<file path="config.mk">
export PLATFORM = sky130hd
export DESIGN_NAME = ahb5_master_arbiter_flat
export DESIGN_NICKNAME = d
export VERILOG_FILES = /design/src/rtl/ahb5_master_arbiter_if.sv /design/src/rtl/ahb5_master_arbiter.sv /design/src/flat_wrapper.sv
export SDC_FILE = /design/constraint.sdc
export NUM_CORES = 1
export LEC_CHECK = 0
export BUFFER_PORTS_ARGS = -buffer_cell sky130_fd_sc_hd__buf_4
export CAP_MARGIN = 0
export CELL_PAD_IN_SITES_DETAIL_PLACEMENT = 0
export CELL_PAD_IN_SITES_GLOBAL_PLACEMENT = 2
export CORE_UTILIZATION = 32
export CTS_BUF_LIST = sky130_fd_sc_hd__clkbuf_16
export DETAILED_ROUTE_END_ITERATION = 10
export PLACE_DENSITY = 0.75
export SKIP_CTS_REPAIR_TIMING = 1
export SLEW_MARGIN = 20
export SYNTH_ARGS = -nofsm -noshare
export SYNTH_HDL_FRONTEND = slang
export SYNTH_SLANG_ARGS = --single-unit
</file>
<file path="constraint.sdc">
create_clock -name HCLK -period 2.9 [get_ports HCLK]
set_clock_uncertainty 0.05 [all_clocks]
set_input_delay 0.58 -clock HCLK [delete_from_list [all_inputs] [get_ports HCLK]]
set_output_delay 0.58 -clock HCLK [all_outputs]
set_load 0.02 [all_outputs]
</file>
<file path="src/rtl/ahb5_master_arbiter_if.sv">
// Bundle of request, post-mux address-phase controls and arbitration results
// exchanged between the masters' side and the AHB5 master arbiter.
interface ahb5_master_arbiter_if #(
  parameter int NUM_MASTERS = 4,
  parameter int MID_W       = 2
);
  logic [NUM_MASTERS-1:0] req;
  logic [1:0]             HTRANS;
  logic [2:0]             HBURST;
  logic                   HMASTLOCK;
  logic                   HREADY;
  logic [NUM_MASTERS-1:0] grant;
  logic [MID_W-1:0]       HMASTER;
  logic [MID_W-1:0]       data_master;
  logic                   data_valid;

  // Arbiter view: consumes requests and bus controls, produces ownership.
  modport slave (
    input  req, HTRANS, HBURST, HMASTLOCK, HREADY,
    output grant, HMASTER, data_master, data_valid
  );

  // Requesting side view: drives requests and controls, observes ownership.
  modport master (
    output req, HTRANS, HBURST, HMASTLOCK, HREADY,
    input  grant, HMASTER, data_master, data_valid
  );
endinterface

</file>
<file path="src/rtl/ahb5_master_arbiter.sv">
// Round-robin AHB5 master arbiter. Grants the shared address path to one
// master at a time, never breaking a fixed-length burst, an open INCR run
// whose owner still requests, or a locked sequence. Also tracks which master
// owns the current data phase for write-data / response routing.
module ahb5_master_arbiter #(
  parameter int NUM_MASTERS = 4,
  parameter int MID_W       = 2
) (
  input logic                 HCLK,
  input logic                 HRESET,
  ahb5_master_arbiter_if.slave bus
);

  typedef enum logic [1:0] {
    ST_OPEN   = 2'd0,
    ST_BURST  = 2'd1,
    ST_INCR   = 2'd2,
    ST_LOCKED = 2'd3
  } state_e;

  localparam logic [1:0] TR_IDLE   = 2'd0;
  localparam logic [1:0] TR_NONSEQ = 2'd2;
  localparam logic [1:0] TR_SEQ    = 2'd3;
  localparam logic [2:0] HB_INCR   = 3'd1;

  // Beat count of a burst type; 0 marks the unbounded INCR.
  function automatic logic [4:0] burst_len(input logic [2:0] hb);
    logic [4:0] len;
    case (hb)
      3'd0:       len = 5'd1;
      3'd1:       len = 5'd0;
      3'd2, 3'd3: len = 5'd4;
      3'd4, 3'd5: len = 5'd8;
      default:    len = 5'd16;
    endcase
    return len;
  endfunction

  // First requesting master searching circularly after cur; cur itself is
  // reached last, and with no requests at all ownership parks on cur.
  function automatic logic [MID_W-1:0] rr_pick(input logic [NUM_MASTERS-1:0] r,
                                               input logic [MID_W-1:0] cur);
    logic [MID_W-1:0] pick;
    logic [MID_W-1:0] id;
    logic             found;
    pick  = cur;
    found = 1'b0;
    for (int i = 1; i <= NUM_MASTERS; i++) begin
      id = MID_W'((int'(cur) + i) % NUM_MASTERS);
      if (!found && r[id]) begin
        pick  = id;
        found = 1'b1;
      end else begin
        pick  = pick;
      end
    end
    return pick;
  endfunction

  state_e                 state_q, state_d;
  logic [3:0]             cnt_q, cnt_d;
  logic [MID_W-1:0]       owner_q, owner_d;
  logic [NUM_MASTERS-1:0] grant_q, grant_d;
  logic [MID_W-1:0]       data_master_q, data_master_d;
  logic                   data_valid_q, data_valid_d;
  state_e                 start_state_s;
  logic [3:0]             start_cnt_s;
  logic [4:0]             len_s;
  logic                   arb_s;

  // Classify the completing transfer as the start of a new sequence.
  always_comb begin
    start_state_s = ST_OPEN;
    start_cnt_s   = 4'd0;
    len_s         = burst_len(bus.HBURST);
    if (bus.HMASTLOCK && bus.HTRANS[1]) begin
      start_state_s = ST_LOCKED;
    end else if (bus.HTRANS == TR_NONSEQ && bus.HBURST == HB_INCR) begin
      start_state_s = ST_INCR;
    end else if (bus.HTRANS == TR_NONSEQ && len_s > 5'd1) begin
      start_state_s = ST_BURST;
      start_cnt_s   = len_s[3:0] - 4'd1;
    end else begin
      start_state_s = ST_OPEN;
    end
  end

  // Sequence-protection FSM and arbitration-point detection.
  always_comb begin
    state_d = state_q;
    cnt_d   = cnt_q;
    arb_s   = 1'b0;
    if (bus.HREADY) begin
      case (state_q)
        ST_OPEN: begin
          state_d = start_state_s;
          cnt_d   = start_cnt_s;
          arb_s   = (start_state_s == ST_OPEN);
        end
        ST_BURST: begin
          if (bus.HTRANS == TR_SEQ) begin
            cnt_d = cnt_q - 4'd1;
            if (cnt_q == 4'd1) begin
              state_d = ST_OPEN;
              arb_s   = 1'b1;
            end else begin
              state_d = ST_BURST;
            end
          end else if (bus.HTRANS == TR_IDLE) begin
            // Aborted burst (e.g. after an ERROR response).
            state_d = ST_OPEN;
            cnt_d   = 4'd0;
          end else begin
            state_d = ST_BURST;
          end
        end
        ST_INCR: begin
          if (bus.HTRANS == TR_IDLE) begin
            state_d = ST_OPEN;
            arb_s   = !bus.req[owner_q];
          end else if (bus.HTRANS == TR_NONSEQ) begin
            state_d = start_state_s;
            cnt_d   = start_cnt_s;
          end else begin
            state_d = ST_INCR;
          end
        end
        ST_LOCKED: begin
          if (!bus.HMASTLOCK && bus.HTRANS == TR_IDLE) begin
            state_d = ST_OPEN;
          end else begin
            state_d = ST_LOCKED;
          end
        end
        default: begin
          state_d = ST_OPEN;
          cnt_d   = 4'd0;
        end
      endcase
    end else begin
      state_d = state_q;
    end
  end

  // Ownership update and data-phase tracking; both frozen during wait states.
  always_comb begin
    owner_d       = owner_q;
    data_master_d = data_master_q;
    data_valid_d  = data_valid_q;
    if (arb_s) begin
      owner_d = rr_pick(bus.req, owner_q);
    end else begin
      owner_d = owner_q;
    end
    if (bus.HREADY) begin
      data_master_d = owner_q;
      data_valid_d  = bus.HTRANS[1];
    end else begin
      data_valid_d  = data_valid_q;
    end
    grant_d = {{(NUM_MASTERS-1){1'b0}}, 1'b1} << owner_d;
  end

  // State registers; reset parks ownership on master 0.
  always_ff @(posedge HCLK or posedge HRESET) begin
    if (HRESET) begin
      state_q       <= ST_OPEN;
      cnt_q         <= 4'd0;
      owner_q       <= '0;
      grant_q       <= {{(NUM_MASTERS-1){1'b0}}, 1'b1};
      data_master_q <= '0;
      data_valid_q  <= 1'b0;
    end else begin
      state_q       <= state_d;
      cnt_q         <= cnt_d;
      owner_q       <= owner_d;
      grant_q       <= grant_d;
      data_master_q <= data_master_d;
      data_valid_q  <= data_valid_d;
    end
  end

  assign bus.grant       = grant_q;
  assign bus.HMASTER     = owner_q;
  assign bus.data_master = data_master_q;
  assign bus.data_valid  = data_valid_q;

endmodule

</file>
<file path="src/flat_wrapper.sv">
// flat-port wrapper written by rule: the top's interface ports become plain ports
module ahb5_master_arbiter_flat 
#(
  parameter int NUM_MASTERS = 4,
  parameter int MID_W       = 2
)
  (HCLK, HRESET, bus_req, bus_HTRANS, bus_HBURST, bus_HMASTLOCK, bus_HREADY, bus_grant, bus_HMASTER, bus_data_master, bus_data_valid);
  ahb5_master_arbiter_if #(.NUM_MASTERS(NUM_MASTERS), .MID_W(MID_W)) bus_i ();
  input logic HCLK;
  input logic HRESET;
  input wire logic [$bits(bus_i.req)-1:0] bus_req;
  input wire logic [$bits(bus_i.HTRANS)-1:0] bus_HTRANS;
  input wire logic [$bits(bus_i.HBURST)-1:0] bus_HBURST;
  input wire logic [$bits(bus_i.HMASTLOCK)-1:0] bus_HMASTLOCK;
  input wire logic [$bits(bus_i.HREADY)-1:0] bus_HREADY;
  output wire logic [$bits(bus_i.grant)-1:0] bus_grant;
  output wire logic [$bits(bus_i.HMASTER)-1:0] bus_HMASTER;
  output wire logic [$bits(bus_i.data_master)-1:0] bus_data_master;
  output wire logic [$bits(bus_i.data_valid)-1:0] bus_data_valid;
  assign bus_i.req = bus_req;
  assign bus_i.HTRANS = bus_HTRANS;
  assign bus_i.HBURST = bus_HBURST;
  assign bus_i.HMASTLOCK = bus_HMASTLOCK;
  assign bus_i.HREADY = bus_HREADY;
  assign bus_grant = bus_i.grant;
  assign bus_HMASTER = bus_i.HMASTER;
  assign bus_data_master = bus_i.data_master;
  assign bus_data_valid = bus_i.data_valid;
  ahb5_master_arbiter #(.NUM_MASTERS(NUM_MASTERS), .MID_W(MID_W)) u_core (.HCLK(HCLK), .HRESET(HRESET), .bus(bus_i));
endmodule
</file>
==> results.txt, run 1 <==
Outcome = completed
Port Buffers = 21
CP Max Fanout = 10
VDD IR max = 0.000324 V
Post-synth EDFFs = 0
DR WL/cell = 13.5 um
R2r setup slk = 730 ps
Final worst-path cycle share = 77.5%
Fin util = 43.7%
Die H = 60.4 um
Antenna viol nets, final = 0
Asr flop ratio synth = 100%
Sequential-to-total area share from yosys stat = 34.5%
Placed insts = 188
Largest area contributor in the netlist = dfrtp_1
Post-Syn Nets = 143
Slew HR = 60.9%
Critical-path top delay cell = or4_4
YS warnings = 0
Worst Max-Slew Pin Slew = 587 ps
Average size of a mapped cell = 8.60 um2
Clk slew on worst S/H paths = 50 ps
Overall die width = 60.4 um
Maxcap violations = 0
Worst Setup End Kind = register
Core area = 3150 um2
Drt via density = 5.31
Crit path from = bus_HBURST[1]
Via count = 1019
CTS sink count = 15
Row cnt = 20
GR Overflow Total = 0
Placed wire-length estimate = 1.95 mm
Root buf cell = clkbuf_16
DR WL met3 = 120 um
Area post-placement = 1300 um2
RSZ-0062 raised after global routing = no
Initial core utilization = 34.6%
Worst Path Required = 3020 ps
Multi-input logic area = 639 um2
Worst path top cell family by delay = simple AND/OR/NAND/NOR gates
Nets@finish = 165
Drt first pass iters = 4
Startpoint types = primary input
Total power = 0.00132 W
Io pins = 22
Crit path to = u_core.bus.grant[1]
Count of state elements after synthesis = 15
N_diodes = 0
Leak pwr = 0.605 nW
Crit path kind = in -> reg
# setup viols final = 0
FF-to-FF Start = u_core.bus.HMASTER[0]
Fin area = 1380 um2
WP buf/inv = 1
First-pass GRT wire length = 4.31 mm
Synth Instances = 127
Area contributors post-synth = dfrtp_1, o21ai_0, inv_1
Share of post-route cells with drive strength above 1 = 25.7%
CP cell instances = buf_4 -> or3_1 -> a211oi_1 -> o311ai_4 -> or4_4 -> o21ai_2
Post-Route WL = 2.59 mm
Storage cell area = 377 um2
WL met2 = 1.20 mm
Post-Syn Area = 1090 um2
Final Hold Viols = 0
Final setup TNS = 0 ps
Share of the synthesized area in the top cell type = 32.1%
CTS Buf Count = 3
Largest net degree at the start of global routing = 17
Most common cell in the netlist = o21ai_0
Synth cell count leaders = o21ai_0, dfrtp_1, inv_1, nand2_1, a21oi_1
Worst path max stage delay = 550 ps
Routed met1 length = 1.19 mm
Yosys cell types = 45
Later-pin clock latency in the skew report = 240 ps
Clk buf depth = 2
Vias in the first global route = 954
Minimum clock period = 2250 ps
Slew Viols, Final = 0
# H-tree levels = 1
Max frequency = 445 MHz
Worst Reg2Reg Path Length in Cells = 7
Hold crit path type = in -> async
CTS tree = built
PwrDens = 956 nW/um2
P&R area growth vs syn = 26.0%
Top routing layer used = met4
Levels on crit path = 6
Critical Path AT = 2370 ps
Initial antenna violation count = 0
Initial DRC Count = 103
Die area = 3650 um2
Residual DRC count = 0
GPL Wtd Cong = 0.760
Filler cells = 326
Non-Filler Instances = 192
Gr usage total = 16.0%
Synth Flop Type = dfrtp_1
Worst R2R End = u_core.bus.grant[2]
-- stage by stage --
stage | hold slack [ps] | setup slack [ps]
3_3_place_gp | 445 | 407
5_1_grt | 395 | 563
2_1_floorplan | 431 | 633
6_report | 342 | 653
4_1_cts | 362 | 653
3_5_place_dp | 447 | 422
-- cell families (layout without fill, tap and decap cells) --
kind of cell / count (synthesis) / after routing / share of synthesized area (%)
compound gates: 45 / 45 / 29.1
xor+xnor: 4 / 4 / 3.21
fa+ha+maj: 3 / 3 / 3.44
buf+inv: 20 / 41 / 6.99
flops: 15 / 15 / 34.5
mux: 4 / 4 / 4.12
simple gates: 36 / 36 / 18.7
-- cell usage in the layout, fill, tap and decap left out, types with 2 or more instances in the layout --
cell type  count
buf_4         23
o21ai_0       15
dfrtp_1       14
inv_1         13
nand2_1        9
a21oi_1        6
nor2_1         5
or3_1          4
nand3_1        3
nor3_1         3
nor3b_1        3
mux2_2         3
ha_1           3
clkbuf_16      3
xor2_1         2
o32ai_1        2
a21o_1         2
a211oi_1       2
and3b_1        2
o211ai_1       2
a311oi_1       2
xnor2_1        2
o21a_1         2
a31o_2         2
-- per-layer routing --
metal | track usage (%) | vias up
li1 | - | 508
met1 | 20.1 | 478
met2 | 26.1 | 26
met3 | 2.35 | 7
met4 | 9.42 | 0
met5 | 0 | -
-- worst reg2reg max path, delay by kind of cell (launching register included) --
family | cells | cell delay [ps]
buffers and inverters | 2 | 500
AO/OA/AOI/OAI | 4 | 850
AND/OR/NAND/NOR | 1 | 360
flip-flops | 1 | 360
-- state kept, by name, indices dropped and copies added (netlist names) --
| name | cells |
|---|---|
| u_core.bus.grant | 4 |
| u_core.cnt_q | 4 |
| u_core.bus.HMASTER | 2 |
| u_core.bus.data_master | 2 |
| u_core.state_q | 2 |
| u_core.bus.data_valid | 1 |
-- cell type report --
cell class,instances,area share [%]
multi-input combinational,92,46.5
inverter,14,3.82
clock inverter,1,0.364
clock buffer,3,5.45
sequential,15,27.4
timing repair buffer,23,12.5
tap,44,4.00
-- power breakdown --
| group | switching, W | internal [W] |
|---|---|---|
| Clock | 0.0000842 | 0.000184 |
| Combinational | 0.000383 | 0.000287 |
| Sequential | 0.0000745 | 0.000302 |
| Total | 0.000542 | 0.000773 |
-- worst min path at each step --
stage	end	cells after the start	slack, ps	start
3_3_place_gp	u_core.bus.data_master[1]	1	440	u_core.bus.data_master[1]
6_report	u_core.bus.grant[3]	2	340	HRESET
4_1_cts	u_core.bus.grant[3]	2	360	HRESET
5_1_grt	u_core.bus.grant[3]	2	400	HRESET
3_5_place_dp	u_core.bus.data_master[0]	1	450	u_core.bus.data_master[0]
2_1_floorplan	u_core.bus.HMASTER[0]	1	430	HRESET
Note: power is estimated with default switching activity, not from simulation.
==> inputs of run 2 (changes only) <==
==> constraint.sdc (replaced) <==
create_clock -name HCLK -period 2.2 [get_ports HCLK]
set_clock_uncertainty 0.05 [all_clocks]
set_input_delay 0.44 -clock HCLK [delete_from_list [all_inputs] [get_ports HCLK]]
set_output_delay 0.44 -clock HCLK [all_outputs]
set_load 0.02 [all_outputs]
==> run 2 against run 1 <==
- sequential power up 35%
- global-route usage up 0.14 points
- combinational power up 41%
- die area unchanged
- total power up 37%
- critical endpoint unchanged
- non-clock buffer count up 9
- clock-buffer cell count unchanged
- highest routed layer unchanged
==> results.txt, run 2 (synthesized netlist as in run 1, its figures left out) <==
Clk slew on worst S/H paths = 50 ps (about the same)
Nets@finish = 174 (was 165)
Fin Hold WS = 201 ps (was 342 ps)
Most Used Layer, Global Route = met2 (unchanged)
Row cnt = 20 (unchanged)
Die area = 3650 um2 (unchanged)
Via count = 1049 (was 1019)
Max frequency = 478 MHz
CTS Buf Count = 3 (unchanged)
Root buf cell = clkbuf_16 (unchanged)
Worst Reg2Reg Path Length in Cells = 6 (was 7)
Die H = 60.4 um (unchanged)
Initial core utilization = 34.6% (unchanged)
P&R area growth vs syn = 33.1% (was 26.0%)
Fin area = 1450 um2 (was 1380 um2)
Commonest non-fill, non-tap cell in the layout = buf_4 (unchanged)
Final Hold Viols = 0 (unchanged)
Drt via density = 5.22 (was 5.31)
DP Worst Slack = -53.0 ps (was 422 ps)
CP Max Fanout = 4 (was 10)
CTS sink count = 15 (unchanged)
Post-Route WL = 2.67 mm (was 2.59 mm)
Met3 GRT Util = 2.99% (was 2.35%)
Vias in the first global route = 928 (was 954)
GPL Wtd Cong = 0.778 (was 0.760)
Crit path kind = reg -> reg (was in -> reg)
Antenna viol nets, final = 0 (unchanged)
Residual DRC count = 0 (unchanged)
Overall die width = 60.4 um (unchanged)
Worst R2R End = u_core.bus.grant[1] (was u_core.bus.grant[2])
Final worst-path cycle share = 95.0%
RSZ-0062 raised after global routing = no (unchanged)
DR WL/cell = 13.3 um (was 13.5 um)
Critical Path AT = 2210 ps (was 2370 ps)
# setup viols final = 0 (unchanged)
Port Buffers = 21 (unchanged)
# H-tree levels = 1 (unchanged)
Placed insts = 197 (was 188)
First-pass GRT wire length = 4.38 mm (was 4.31 mm)
Startpoint types = register (was primary input)
Worst Max-Slew Pin Slew = 549 ps (was 587 ps)
Largest net degree at the start of global routing = 17 (unchanged)
FF-to-FF Start = u_core.bus.HMASTER[0] (unchanged)
Clk buf depth = 2 (unchanged)
Slew HR = 63.4% (was 60.9%)
Outcome = completed (unchanged)
Met2 global-route usage = 26.1% (unchanged)
PwrDens = 1240 nW/um2 (was 956 nW/um2)
R2r setup slk = 110 ps (was 730 ps)
Maxcap violations = 0 (unchanged)
GR Overflow Total = 0 (unchanged)
Grt met1 use = 22.2% (was 20.1%)
Core area = 3150 um2 (unchanged)
Leak pwr = 0.648 nW (was 0.605 nW)
Worst Path Required = 2320 ps (was 3020 ps)
Commonest non-fill, non-tap cells in the layout = buf_4, o21ai_0, inv_1, dfrtp_1, nand2_1 (was buf_4, o21ai_0, dfrtp_1)
Setup WS post-layout = 109 ps (was 653 ps)
Worst Setup End Kind = register (unchanged)
Filler cells = 323 (was 326)
VDD IR max = 0.000658 V (was 0.000324 V)
N_diodes = 0 (unchanged)
Minimum clock period = 2090 ps
Initial antenna violation count = 0 (unchanged)
Drt first pass iters = 4 (unchanged)
Final setup TNS = 0 ps (unchanged)
Initial DRC Count = 81 (was 103)
Hold crit path type = in -> async (unchanged)
Placed wire-length estimate = 2.01 mm (was 1.95 mm)
Area post-placement = 1370 um2 (was 1300 um2)
Gr usage total = 16.1% (was 16.0%)
Slew Viols, Final = 0 (unchanged)
Later-pin clock latency in the skew report = 240 ps (about the same)
CTS tree = built (unchanged)
Share of post-route cells with drive strength above 1 = 30.6% (was 25.7%)
Non-Filler Instances = 201 (was 192)
Io pins = 22 (unchanged)
## run 2: cell types whose count changed in the layout (fill, tap and decap cells not counted), sizes merged
| cell | delta |
|---|---|
| buf | +9 |
## run 2: where the power goes
group          internal, W  switching (W)  total (W)
Combinational     0.000428       0.000513   0.000942
Clock             0.000242       0.000102   0.000344
Sequential        0.000400       0.000110   0.000510
## run 2: metal layers
| metal | part of all wire, % | up-vias |
|---|---|---|
| li1 | - | 522 |
| met1 | 46 | 495 |
| met2 | 49 | 30 |
| met3 | 4.6 | 2 |
| met4 | 0.30 | 0 |
| met5 | 0 | - |
## run 2: how the worst max path moves through the flow
stage / slack [ps] / start / endpoint / cells past startpoint
2_1_floorplan: 10 / u_core.bus.HMASTER[0] / u_core.bus.grant[1] / 6
3_3_place_gp: -70 / bus_HBURST[1] / u_core.bus.grant[1] / 7
3_5_place_dp: -50 / bus_HBURST[1] / u_core.bus.grant[1] / 7
4_1_cts: 60 / u_core.bus.HMASTER[0] / u_core.bus.grant[1] / 6
5_1_grt: 40 / u_core.bus.HMASTER[0] / u_core.bus.grant[1] / 7
6_report: 110 / u_core.bus.HMASTER[0] / u_core.bus.grant[1] / 6
## run 2: area by class of cell
type / count / area [um2] / area share [%]
Multi-Input combinational cell: 92 / 648 / 44.6
Clock buffer: 3 / 75.1 / 5.16
Inverter: 14 / 52.6 / 3.61
Tap cell: 44 / 55.1 / 3.79
Sequential cell: 15 / 378 / 26.0
Clock inverter: 1 / 5.00 / 0.344
Timing Repair Buffer: 32 / 240 / 16.5
## run 2: through the flow
step                      power, W  util, %
after CTS                  0.00180     45.8
after detailed placement   0.00144     43.3
after global routing       0.00194     46.1
final                      0.00180     46.1
after global placement     0.00144     43.3
after floorplan            0.00111        -
## run 2: worst max-delay path: stages (launching register included)
cell and delay (ps):
dfrtp_2 410, mux2_1 310, or3_1 360, a31oi_4 180, o311ai_4 120, or4_4 530, o21ai_2 70
==> inputs of run 3 (changes only) <==
--- a/config.mk
+++ b/config.mk
@@ -9,10 +9,10 @@
 export CAP_MARGIN = 0
 export CELL_PAD_IN_SITES_DETAIL_PLACEMENT = 0
 export CELL_PAD_IN_SITES_GLOBAL_PLACEMENT = 2
-export CORE_UTILIZATION = 32
+export CORE_UTILIZATION = 34
 export CTS_BUF_LIST = sky130_fd_sc_hd__clkbuf_16
 export DETAILED_ROUTE_END_ITERATION = 10
-export PLACE_DENSITY = 0.75
+export PLACE_DENSITY = 0.8
 export SKIP_CTS_REPAIR_TIMING = 1
 export SLEW_MARGIN = 20
 export SYNTH_ARGS = -nofsm -noshare
==> constraint.sdc (replaced) <==
create_clock -name HCLK -period 2.6 [get_ports HCLK]
set_clock_uncertainty 0.05 [all_clocks]
set_input_delay 0.52 -clock HCLK [delete_from_list [all_inputs] [get_ports HCLK]]
set_output_delay 0.52 -clock HCLK [all_outputs]
set_load 0.02 [all_outputs]
==> run 3 against run 2 <==
- first-iteration DRC count decreased by 47%
- sequential power decreased by 17%
- non-clock buffer count decreased by 9
- combinational power decreased by 20%
- routed wire length decreased by 1.7%
- clock power decreased by 15%
- utilization decreased by 1.0 points
- register-to-register slack improved by 320 ps
- cell area decreased by 5.3%
- highest routed layer unchanged
==> results.txt, run 3 (synthesized netlist as in run 1, its figures left out) <==
Commonest non-fill, non-tap cell in the layout = buf_4 (unchanged)
R2r setup slk = 430 ps (was 110 ps)
N_diodes = 0 (unchanged)
Via count = 1007 (was 1049)
FF-to-FF Start = u_core.bus.HMASTER[0] (unchanged)
Placed insts = 188 (was 197)
Initial core utilization = 35.8% (was 34.6%)
VDD IR max = 0.000487 V (was 0.000658 V)
Die H = 58.7 um (was 60.4 um)
Worst Path Required = 2720 ps (was 2320 ps)
CTS sink count = 15 (unchanged)
Slew Viols, Final = 0 (unchanged)
# setup viols final = 0 (unchanged)
Gr usage total = 16.9% (was 16.1%)
Critical Path AT = 2310 ps (was 2210 ps)
Residual DRC count = 0 (unchanged)
Non-Filler Instances = 192 (was 201)
Worst R2R End = u_core.bus.grant[2] (was u_core.bus.grant[1])
CTS Buf Count = 3 (unchanged)
Leak pwr = 0.605 nW (was 0.648 nW)
Clk buf depth = 2 (unchanged)
DP Worst Slack = 196 ps (was -53.0 ps)
Drt via density = 5.24 (was 5.22)
GPL Wtd Cong = 0.751 (was 0.778)
DR WL/cell = 13.7 um (was 13.3 um)
Maxcap violations = 0 (unchanged)
Crit path from = bus_HBURST[1] (was u_core.bus.HMASTER[0])
GR Overflow Total = 0 (unchanged)
Row cnt = 20 (unchanged)
Startpoint types = primary input (was register)
Final worst-path cycle share = 84.1%
Clk slew on worst S/H paths = 50 ps (about the same)
Setup WS post-layout = 413 ps (was 109 ps)
Share of post-route cells with drive strength above 1 = 25.7% (was 30.6%)
Minimum clock period = 2190 ps
Overall die width = 58.7 um (was 60.4 um)
Placed wire-length estimate = 1.92 mm (was 2.01 mm)
Largest net degree at the start of global routing = 17 (unchanged)
Initial antenna violation count = 0 (unchanged)
Crit path kind = in -> reg (was reg -> reg)
Die area = 3440 um2 (was 3650 um2)
Final setup TNS = 0 ps (unchanged)
RSZ-0062 raised after global routing = no (unchanged)
Drt first pass iters = 4 (unchanged)
Commonest non-fill, non-tap cells in the layout = buf_4, o21ai_0, dfrtp_1 (was buf_4, o21ai_0, inv_1, dfrtp_1, nand2_1)
PwrDens = 1070 nW/um2 (was 1240 nW/um2)
Root buf cell = clkbuf_16 (unchanged)
Slew HR = 61.4% (was 63.4%)
P&R area growth vs syn = 26.0% (was 33.1%)
CP Max Fanout = 10 (was 4)
Post-Route WL = 2.63 mm (was 2.67 mm)
Worst Reg2Reg Path Length in Cells = 7 (was 6)
First-pass GRT wire length = 4.44 mm (was 4.38 mm)
Hold crit path type = in -> async (unchanged)
# H-tree levels = 1 (unchanged)
Later-pin clock latency in the skew report = 240 ps (about the same)
Antenna viol nets, final = 0 (unchanged)
Nets@finish = 165 (was 174)
Vias in the first global route = 976 (was 928)
Worst Setup End Kind = register (unchanged)
Initial DRC Count = 43 (was 81)
Final Hold Viols = 0 (unchanged)
Worst Max-Slew Pin Slew = 579 ps (was 549 ps)
CTS tree = built (unchanged)
Outcome = completed (unchanged)
Port Buffers = 21 (unchanged)
Core area = 3050 um2 (was 3150 um2)
Max frequency = 457 MHz
Io pins = 22 (unchanged)
run 3: cell count changes in the layout (fill, tap and decap cells not counted):
cell | before | now
dfrtp_2 | 1 | 0
a31oi_2 | 0 | 1
a31oi_4 | 1 | 0
buf_4 | 32 | 23
dfrtp_1 | 13 | 14
run 3: worst max path at each step:
stage	end	depth (start not counted)
floorplan	u_core.bus.grant[1]	6
detailed placement	u_core.bus.grant[1]	6
finish	u_core.bus.grant[1]	6
global route	u_core.bus.grant[3]	7
CTS	u_core.bus.grant[1]	6
global placement	u_core.bus.grant[1]	6
run 3: power breakdown:
group	internal [W]	switching [W]	total [W]
combinational	0.000321	0.000432	0.000752
sequential	0.000337	0.0000839	0.000421
clock	0.000205	0.0000877	0.000292
run 3: layout make-up:
| cell class | instances | area, um2 |
|---|---|---|
| sequential | 15 | 377 |
| tap | 44 | 55.1 |
| clock buffer | 3 | 75.1 |
| inverter | 14 | 52.6 |
| multi-input combinational | 92 | 639 |
| timing repair buffer | 23 | 173 |
| clock inverter | 1 | 5.00 |
| fill | 307 | 1680 |
run 3: routing by layer:
layer | vias to the layer above | part of all wire [%] | global-route usage (%)
met5 | - | 0 | 0
met2 | 20 | 48 | 28.1
li1 | 508 | - | -
met1 | 475 | 46 | 22.3
met4 | 0 | 1.3 | 7.82
met3 | 4 | 4.4 | 1.76
run 3: through the flow:
stage | util (%) | cell area (um2) | power, W | hold WS [ps]
final | 45.1 | 1380 | 0.00147 | 279
after global routing | 45.1 | 1380 | 0.00157 | 343
after CTS | 45.1 | 1380 | 0.00148 | 295
after detailed placement | 42.5 | 1300 | 0.00117 | 455
after global placement | 42.5 | 1300 | 0.00117 | 445
after floorplan | - | 1090 | 0.000936 | 371
run 3: worst max-delay path, cell delays in order:
cell      delay, ps
buf_4           130
or3_1           390
a211oi_1        430
o311ai_4        220
or4_4           550
o21ai_2          60
